--- src/rtl/pipeline_controller_pkg.sv ---
// Shared control typedefs for the five-stage pipeline: instruction classes, controller FSM, PC step.
// Latency: none (types and constants only).
// Backpressure: not applicable.
package pipeline_controller_pkg;

  // Instruction format classes used by decode.
  typedef enum logic [2:0] {
    INSTR_R,
    INSTR_I,
    INSTR_S,
    INSTR_B,
    INSTR_U,
    INSTR_J
  } instrType_t;

  // Pipeline controller states: normal flow, or frozen behind a slow data-memory access.
  typedef enum logic {
    RUN      = 1'b0,
    MEM_WAIT = 1'b1
  } ctrlState_t;

  // Byte distance between sequential fetches.
  localparam int PC_STEP = 4;

endpackage

--- src/rtl/pipeline_controller_sat_counter.sv ---
// Saturating up-counter: holds at all-ones, clear has priority over increment.
// Latency: count reflects inc/clear one cycle after they are presented.
// Backpressure: none; an increment at all-ones is dropped.
module sat_counter #(
  parameter int CNT_WIDTH = 16
) (
  input  logic                 iClk,
  input  logic                 inc,
  input  logic                 clear,
  output logic [CNT_WIDTH-1:0] count
);

  // Clear wins; otherwise step up until every bit is set, then hold.
  always_ff @(posedge iClk) begin
    if (clear) begin
      count <= '0;
    end else if (inc && (count != {CNT_WIDTH{1'b1}})) begin
      count <= count + 1'b1;
    end
  end

endmodule

--- src/rtl/pipeline_controller.sv ---
// Fetch PC owner and stage enable/flush generator: memory freeze > hazard stall > decode redirect > advance.
// Latency: enables/flushes combinational (act on the same edge); oPcF updates one cycle after the decision.
// Backpressure: an unfinished memory access freezes every stage; stall/redirect are ignored and must be re-presented.
module pipeline_controller
  import pipeline_controller_pkg::*;
#(
  parameter int                    ADDR_WIDTH  = 32,
  parameter logic [ADDR_WIDTH-1:0] RESET_PC    = 32'hBFC0_0000,
  parameter int                    CNT_WIDTH   = 16,
  parameter int                    MEM_TIMEOUT = 64
) (
  input  logic                  iClk,
  input  logic                  iRst,
  input  logic                  iStallF,
  input  logic                  iStallD,
  input  logic                  iFlushE,
  input  logic                  iRedirectD,
  input  logic [ADDR_WIDTH-1:0] iTargetD,
  input  logic                  iMemReqM,
  input  logic                  iMemReadyM,
  output logic [ADDR_WIDTH-1:0] oPcF,
  output logic                  oEnF,
  output logic                  oEnD,
  output logic                  oEnE,
  output logic                  oEnM,
  output logic                  oFlushD,
  output logic                  oFlushE,
  output logic                  oFlushW,
  output logic                  oMisalignedTarget,
  output logic                  oMemTimeout,
  output logic [CNT_WIDTH-1:0]  oStallCount,
  output logic [CNT_WIDTH-1:0]  oFlushCount
);

  // Wide enough to represent MEM_TIMEOUT itself.
  localparam int WAIT_W = $clog2(MEM_TIMEOUT + 1);

  ctrlState_t        state;
  ctrlState_t        nextState;
  logic              memFreeze;
  logic              hazardStall;
  logic              takeRedirect;
  logic              waitClear;
  logic [WAIT_W-1:0] waitCnt;

  assign memFreeze   = iMemReqM & ~iMemReadyM;
  assign hazardStall = iStallF | iStallD;

  // State register; reset always lands in RUN regardless of the memory handshake.
  always_ff @(posedge iClk) begin
    if (iRst) begin
      state <= RUN;
    end else begin
      state <= nextState;
    end
  end

  // Next state and per-stage enables/flushes, resolved in priority order.
  always_comb begin
    nextState         = state;
    oEnF              = 1'b1;
    oEnD              = 1'b1;
    oEnE              = 1'b1;
    oEnM              = 1'b1;
    oFlushD           = 1'b0;
    oFlushE           = 1'b0;
    oFlushW           = 1'b0;
    oMisalignedTarget = 1'b0;
    takeRedirect      = 1'b0;

    case (state)
      RUN:      if (memFreeze)  nextState = MEM_WAIT;
      MEM_WAIT: if (!memFreeze) nextState = RUN;
      default:  nextState = RUN;
    endcase

    if (memFreeze) begin
      // Whole pipe holds; a bubble drains into writeback so the stuck access retires only once.
      oEnF    = 1'b0;
      oEnD    = 1'b0;
      oEnE    = 1'b0;
      oEnM    = 1'b0;
      oFlushW = 1'b1;
    end else begin
      oFlushE = iFlushE;
      if (hazardStall) begin
        // Branch operands may not be ready, so any redirect waits for the stall to clear.
        oEnF = 1'b0;
        oEnD = 1'b0;
      end else if (iRedirectD) begin
        takeRedirect      = 1'b1;
        oFlushD           = 1'b1;
        oMisalignedTarget = |iTargetD[1:0];
      end
    end
  end

  // Fetch PC: word-aligned redirect target or sequential step, held whenever fetch is disabled.
  always_ff @(posedge iClk) begin
    if (iRst) begin
      oPcF <= RESET_PC;
    end else if (oEnF) begin
      if (takeRedirect) begin
        oPcF <= {iTargetD[ADDR_WIDTH-1:2], 2'b00};
      end else begin
        oPcF <= oPcF + ADDR_WIDTH'(PC_STEP);
      end
    end
  end

  // Sticky timeout: set on the edge where the frozen-cycle count reaches MEM_TIMEOUT.
  always_ff @(posedge iClk) begin
    if (iRst) begin
      oMemTimeout <= 1'b0;
    end else if (memFreeze && (waitCnt == WAIT_W'(MEM_TIMEOUT - 1))) begin
      oMemTimeout <= 1'b1;
    end
  end

  // The wait count includes the frozen cycle that enters MEM_WAIT and restarts whenever RUN resumes.
  assign waitClear = iRst | (nextState == RUN);

  sat_counter #(.CNT_WIDTH(WAIT_W)) uWaitCnt (
    .iClk  (iClk),
    .inc   (memFreeze),
    .clear (waitClear),
    .count (waitCnt)
  );

  sat_counter #(.CNT_WIDTH(CNT_WIDTH)) uStallCnt (
    .iClk  (iClk),
    .inc   (~oEnF),
    .clear (iRst),
    .count (oStallCount)
  );

  sat_counter #(.CNT_WIDTH(CNT_WIDTH)) uFlushCnt (
    .iClk  (iClk),
    .inc   (oFlushD | oFlushE),
    .clear (iRst),
    .count (oFlushCount)
  );

endmodule

--- config.mk ---
export PLATFORM = sky130hd
export DESIGN_NAME = pipeline_controller
export DESIGN_NICKNAME = d
export VERILOG_FILES = /design/src/rtl/pipeline_controller_pkg.sv /design/src/rtl/pipeline_controller_sat_counter.sv /design/src/rtl/pipeline_controller.sv
export SDC_FILE = /design/constraint.sdc
export NUM_CORES = 1
export LEC_CHECK = 0
export CORE_MARGIN = 8
export CORE_UTILIZATION = 40
export DETAILED_ROUTE_END_ITERATION = 12
export GPL_TIMING_DRIVEN = 0
export PLACE_DENSITY_LB_ADDON = 0.12
export SYNTH_ARGS = -nofsm -noshare
export SYNTH_HDL_FRONTEND = slang
export SYNTH_HIERARCHICAL = 1
export SYNTH_SLANG_ARGS = --single-unit
--- constraint.sdc ---
create_clock -name iClk -period 6.3 [get_ports iClk]
set_clock_uncertainty 0.15 [all_clocks]
set_input_delay 1.26 -clock iClk [delete_from_list [all_inputs] [get_ports iClk]]
set_output_delay 1.26 -clock iClk [all_outputs]
set_load 0.03 [all_outputs]
==> results of run 1 <==
worst register-to-register path, stage by stage, from the launching register on:
cell and delay (ps):
sky130_fd_sc_hd__dfxtp_1 480, sky130_fd_sc_hd__ha_1 340, sky130_fd_sc_hd__nand4_4 170, sky130_fd_sc_hd__nor4_4 670
sky130_fd_sc_hd__nand2_2 170, sky130_fd_sc_hd__or4_4 440, sky130_fd_sc_hd__a221oi_2 240
through the flow:
| step | cells | setup slack (ps) | power [uW] |
|---|---|---|---|
| 2_1_floorplan | 511 | 1630 | 565 |
| 3_3_place_gp | 757 | 653 | 640 |
| 3_5_place_dp | 757 | 568 | 643 |
| 4_1_cts | 773 | 583 | 1070 |
| 5_1_grt | 773 | 423 | 1110 |
| 6_report | 773 | 528 | 1060 |
cell type report:
cell class,count,area share [%]
multi-input combinational,390,44.6
sequential,70,24.9
timing repair buffer,110,19.5
tap,136,3.02
buffer,34,2.75
clock buffer,11,2.69
clock inverter,5,1.44
inverter,17,1.13
worst min path at each step:
stage | end | slack, ps | depth (start not counted)
final | oMemTimeout | 330 | 2
after global routing | oMemTimeout | 370 | 2
after CTS | oMemTimeout | 330 | 2
after detailed placement | oMemTimeout | 320 | 2
after global placement | oMemTimeout | 320 | 2
after floorplan | uWaitCnt/count[6] | 310 | 2
report_power, final:
group	total, uW	internal (uW)	leakage (uW)	switching, uW
registers	470	453	0.000568	17.0
logic	164	70.8	0.00122	93.0
clock network	429	245	0.000116	184
total	1060	769	0.00191	294
registers in the layout, indices dropped and copies added, names as in the netlist:
register / flops
oPcF: 30
uFlushCnt/count: 16
uStallCnt/count: 16
uWaitCnt/count: 7
oMemTimeout: 1
placed cells by master, fill, tap and decap left out, drive strengths merged, types with 14 or more instances in the layout:
master	n
a211oi	16
a21oi	37
buf	14
clkbuf	31
clkdlybuf4s50	110
dfxtp	70
inv	15
nand2	35
nand3	29
nand4	18
nor2	38
nor3	20
o21ai	22
o31ai	15
or4	18
metal layers:
metal,vias to the layer above,global-route usage (%)
met5,-,0
met4,0,6.49
met3,14,5.71
met2,212,31.4
met1,2170,24.0
li1,2204,-
cells by family after synthesis:
group	count (synthesis)	synth area share, %
flip-flops	70	33.9
buffers and inverters	51	5.30
multiplexers	9	2.30
XOR/XNOR	4	0.849
adder cells (fa/ha/maj)	4	1.21
AO/OA/AOI/OAI	144	23.6
other	1	0.0908
AND/OR/NAND/NOR	227	32.7
==> run summary, run 1 <==
========================================================================================
Worst slew pin tran                                                               816 ps
Reg2reg path depth                                                                     6
Worst hold margin                                                                 325 ps
Endpoint of the most critical setup path                                            oEnF
Initial antenna violation count                                                        0
Die outline width                                                                 118 um
Insertion delay to the later sink of the worst-skew pair                          350 ps
Maximum buffer depth of the clock tree                                                 2
Multi-input logic area                                                          2510 um2
DRT iter0 DRCs                                                                       540
Std cell rows                                                                         37
Deepest level of the CTS H-tree                                                        3
Worst endpoint data arrival time                                                 4360 ps
Diode insertion count for antenna repair                                               0
Core Box Area                                                                  10200 um2
CTS sink cnt                                                                          70
Number of instances resized during post-cts repair                                     0
Minimum period implied by the final worst setup slack                            5770 ps
HPWL after DPL                                                                  10100 um
Final Hold Vio Count                                                                   0
Grt total ovfl                                                                         0
Family with the most delay on the worst path                                buffers and inverters
Vertical die dimension                                                            118 um
# nets final                                                                         676
Critical path buffers and inverters                                                    6
Startpoint of the worst setup timing path                                     iMemReadyM
Final setup violation count                                                            0
Area added between synthesis and finish                                            36.5%
FF-to-FF setup slack                                                             3560 ps
Initial cell density of the core                                                   40.5%
Portion of the post-synthesis area used by sequential elements                     33.9%
Critical hold path startpoint                                                oMemTimeout
Most instantiated flip-flop cell in the synthesis netlist                   sky130_fd_sc_hd__dfxtp_1
TritonCTS clock tree                                                               built
Worst flop-to-flop path startpoint                                               oPcF[2]
Filler instances                                                                     991
TritonRoute pass-1 iters                                                               5
Hold/Removal Path Class                                                     register to register
Area of the die                                                                13800 um2
Ports                                                                                113
CTS Hold Bufs                                                                          0
Total vias in the final route                                                       4600
Layout Utilization                                                                 55.3%
WL met1                                                                          6120 um
Standard cell with the maximum stage delay on the critical path             sky130_fd_sc_hd__clkdlybuf4s50_1
Detailed route wirelength on metal3                                              1230 um
Final Routed Wirelength                                                         13900 um
Post-route ant nets                                                                    0
Areal power density over the cells                                            189 nW/um2
Sequential Area                                                                 1400 um2
Root buf cell                                                               sky130_fd_sc_hd__clkbuf_8
Commonest cells in the synthesized netlist                                  sky130_fd_sc_hd__dfxtp_1, sky130_fd_sc_hd__nor2_1, sky130_fd_sc_hd__a21oi_1, sky130_fd_sc_hd__nand2_1, sky130_fd_sc_hd__nand3_1
Wire per inst                                                                    17.9 um
Largest net degree at the start of global routing                                     17
Result of the run                                                           complete, no violations
Most frequently used cell type in the post-synthesis netlist                sky130_fd_sc_hd__dfxtp_1
Longest individual stage delay on the worst path                                  660 ps
Yosys warning count                                                                    6
Worst Path Required                                                              4890 ps
Clock-pin slew of the registers on the worst-case setup and hold paths             70 ps
Area share of the largest cell type after synthesis                                33.9%
Portion of the clock cycle consumed by the worst path in the final layout          91.6%
Synth async-reset ratio                                                               0%
Cell variety after synth                                                              68
End of the worst register-to-register path                                      oPcF[30]
Syn Std Cell Area                                                               4130 um2
DRC violations left                                                                    0
Worst Path Max Fanout                                                                 11
Cell types with the largest area share after synthesis                      sky130_fd_sc_hd__dfxtp_1, sky130_fd_sc_hd__a21oi_1, sky130_fd_sc_hd__nor2_1, sky130_fd_sc_hd__nand3_1, sky130_fd_sc_hd__nand2_1
Flops & latches, synth                                                                70
Count of flip-flops with a built-in enable after synthesis                             0
Max capacitance violation total                                                        0
Levels on crit path                                                                    8
Post-synth top area cell                                                    sky130_fd_sc_hd__dfxtp_1
Final-layout setup total negative slack                                             0 ps
Highest metal layer with signal wires                                               met4
Routed via count divided by cell count                                              5.95
Cell chain of the critical path                                             clkdlybuf4s50_1 -> nand2b_1 -> inv_1 -> nor3_1 -> clkbuf_1 -> clkbuf_1 -> buf_4 -> clkdlybuf4s50_1
Port Buffers                                                                         110
Final weighted congestion in routability-driven placement                          0.880
Type of element capturing the critical path                                  output port
Number of buffers inserted to repair setup after CTS                                   0
Unrepaired setup endpoints after global routing                                    false
Layout cell share with drive strength beyond 1                                     8.16%
Number of CTS-inserted buffers                                                         9
Maximum vdd drop                                                              0.000105 V
Critical Path Source Type                                                   primary input
Number of pins with negative max-slew slack in the final report                        0
Cell area after layout                                                          5640 um2
Post-Place Cell Area                                                            5400 um2
FMAX                                                                           0.173 GHz
Total length of routed met2 wires                                                6420 um
Global-route usage over all layers                                                 19.4%
First-pass GRT wire length                                                      22500 um
Leakage power                                                                 0.00191 uW
WS Path Type                                                                primary input to output port
Synth Instances                                                                      510
Worst slew margin relative to its limit                                            45.1%
Number of global-route vias before repair                                           4361
Post-synthesis average cell area                                                8.09 um2
========================================================================================
Note: power is estimated with default switching activity, not from simulation.
==> inputs of run 2 (changes only) <==
- clock period: 6.3 -> 6.5 ns (I/O delays scaled with it)
==> results of run 2 <==
Same layout as run 1 (identical final DEF). Status: complete, no violations.
Among the figures that moved: setup slack after placement 568 ps -> 688 ps; setup slack after layout 528 ps -> 648 ps; register-to-register setup slack 3560 ps -> 3760 ps; total power 1060 uW -> 1030 uW; worst IR drop on VDD 0.000105 V -> 0.000102 V
==> inputs of run 3 (changes only) <==
- CAP_MARGIN: unset -> 15
==> results of run 3 <==
Same layout as run 1 (identical final DEF). Status: complete, no violations.
Among the figures that moved: setup slack after placement 568 ps -> 688 ps; setup slack after layout 528 ps -> 648 ps; register-to-register setup slack 3560 ps -> 3760 ps; total power 1060 uW -> 1030 uW; worst IR drop on VDD 0.000105 V -> 0.000102 V
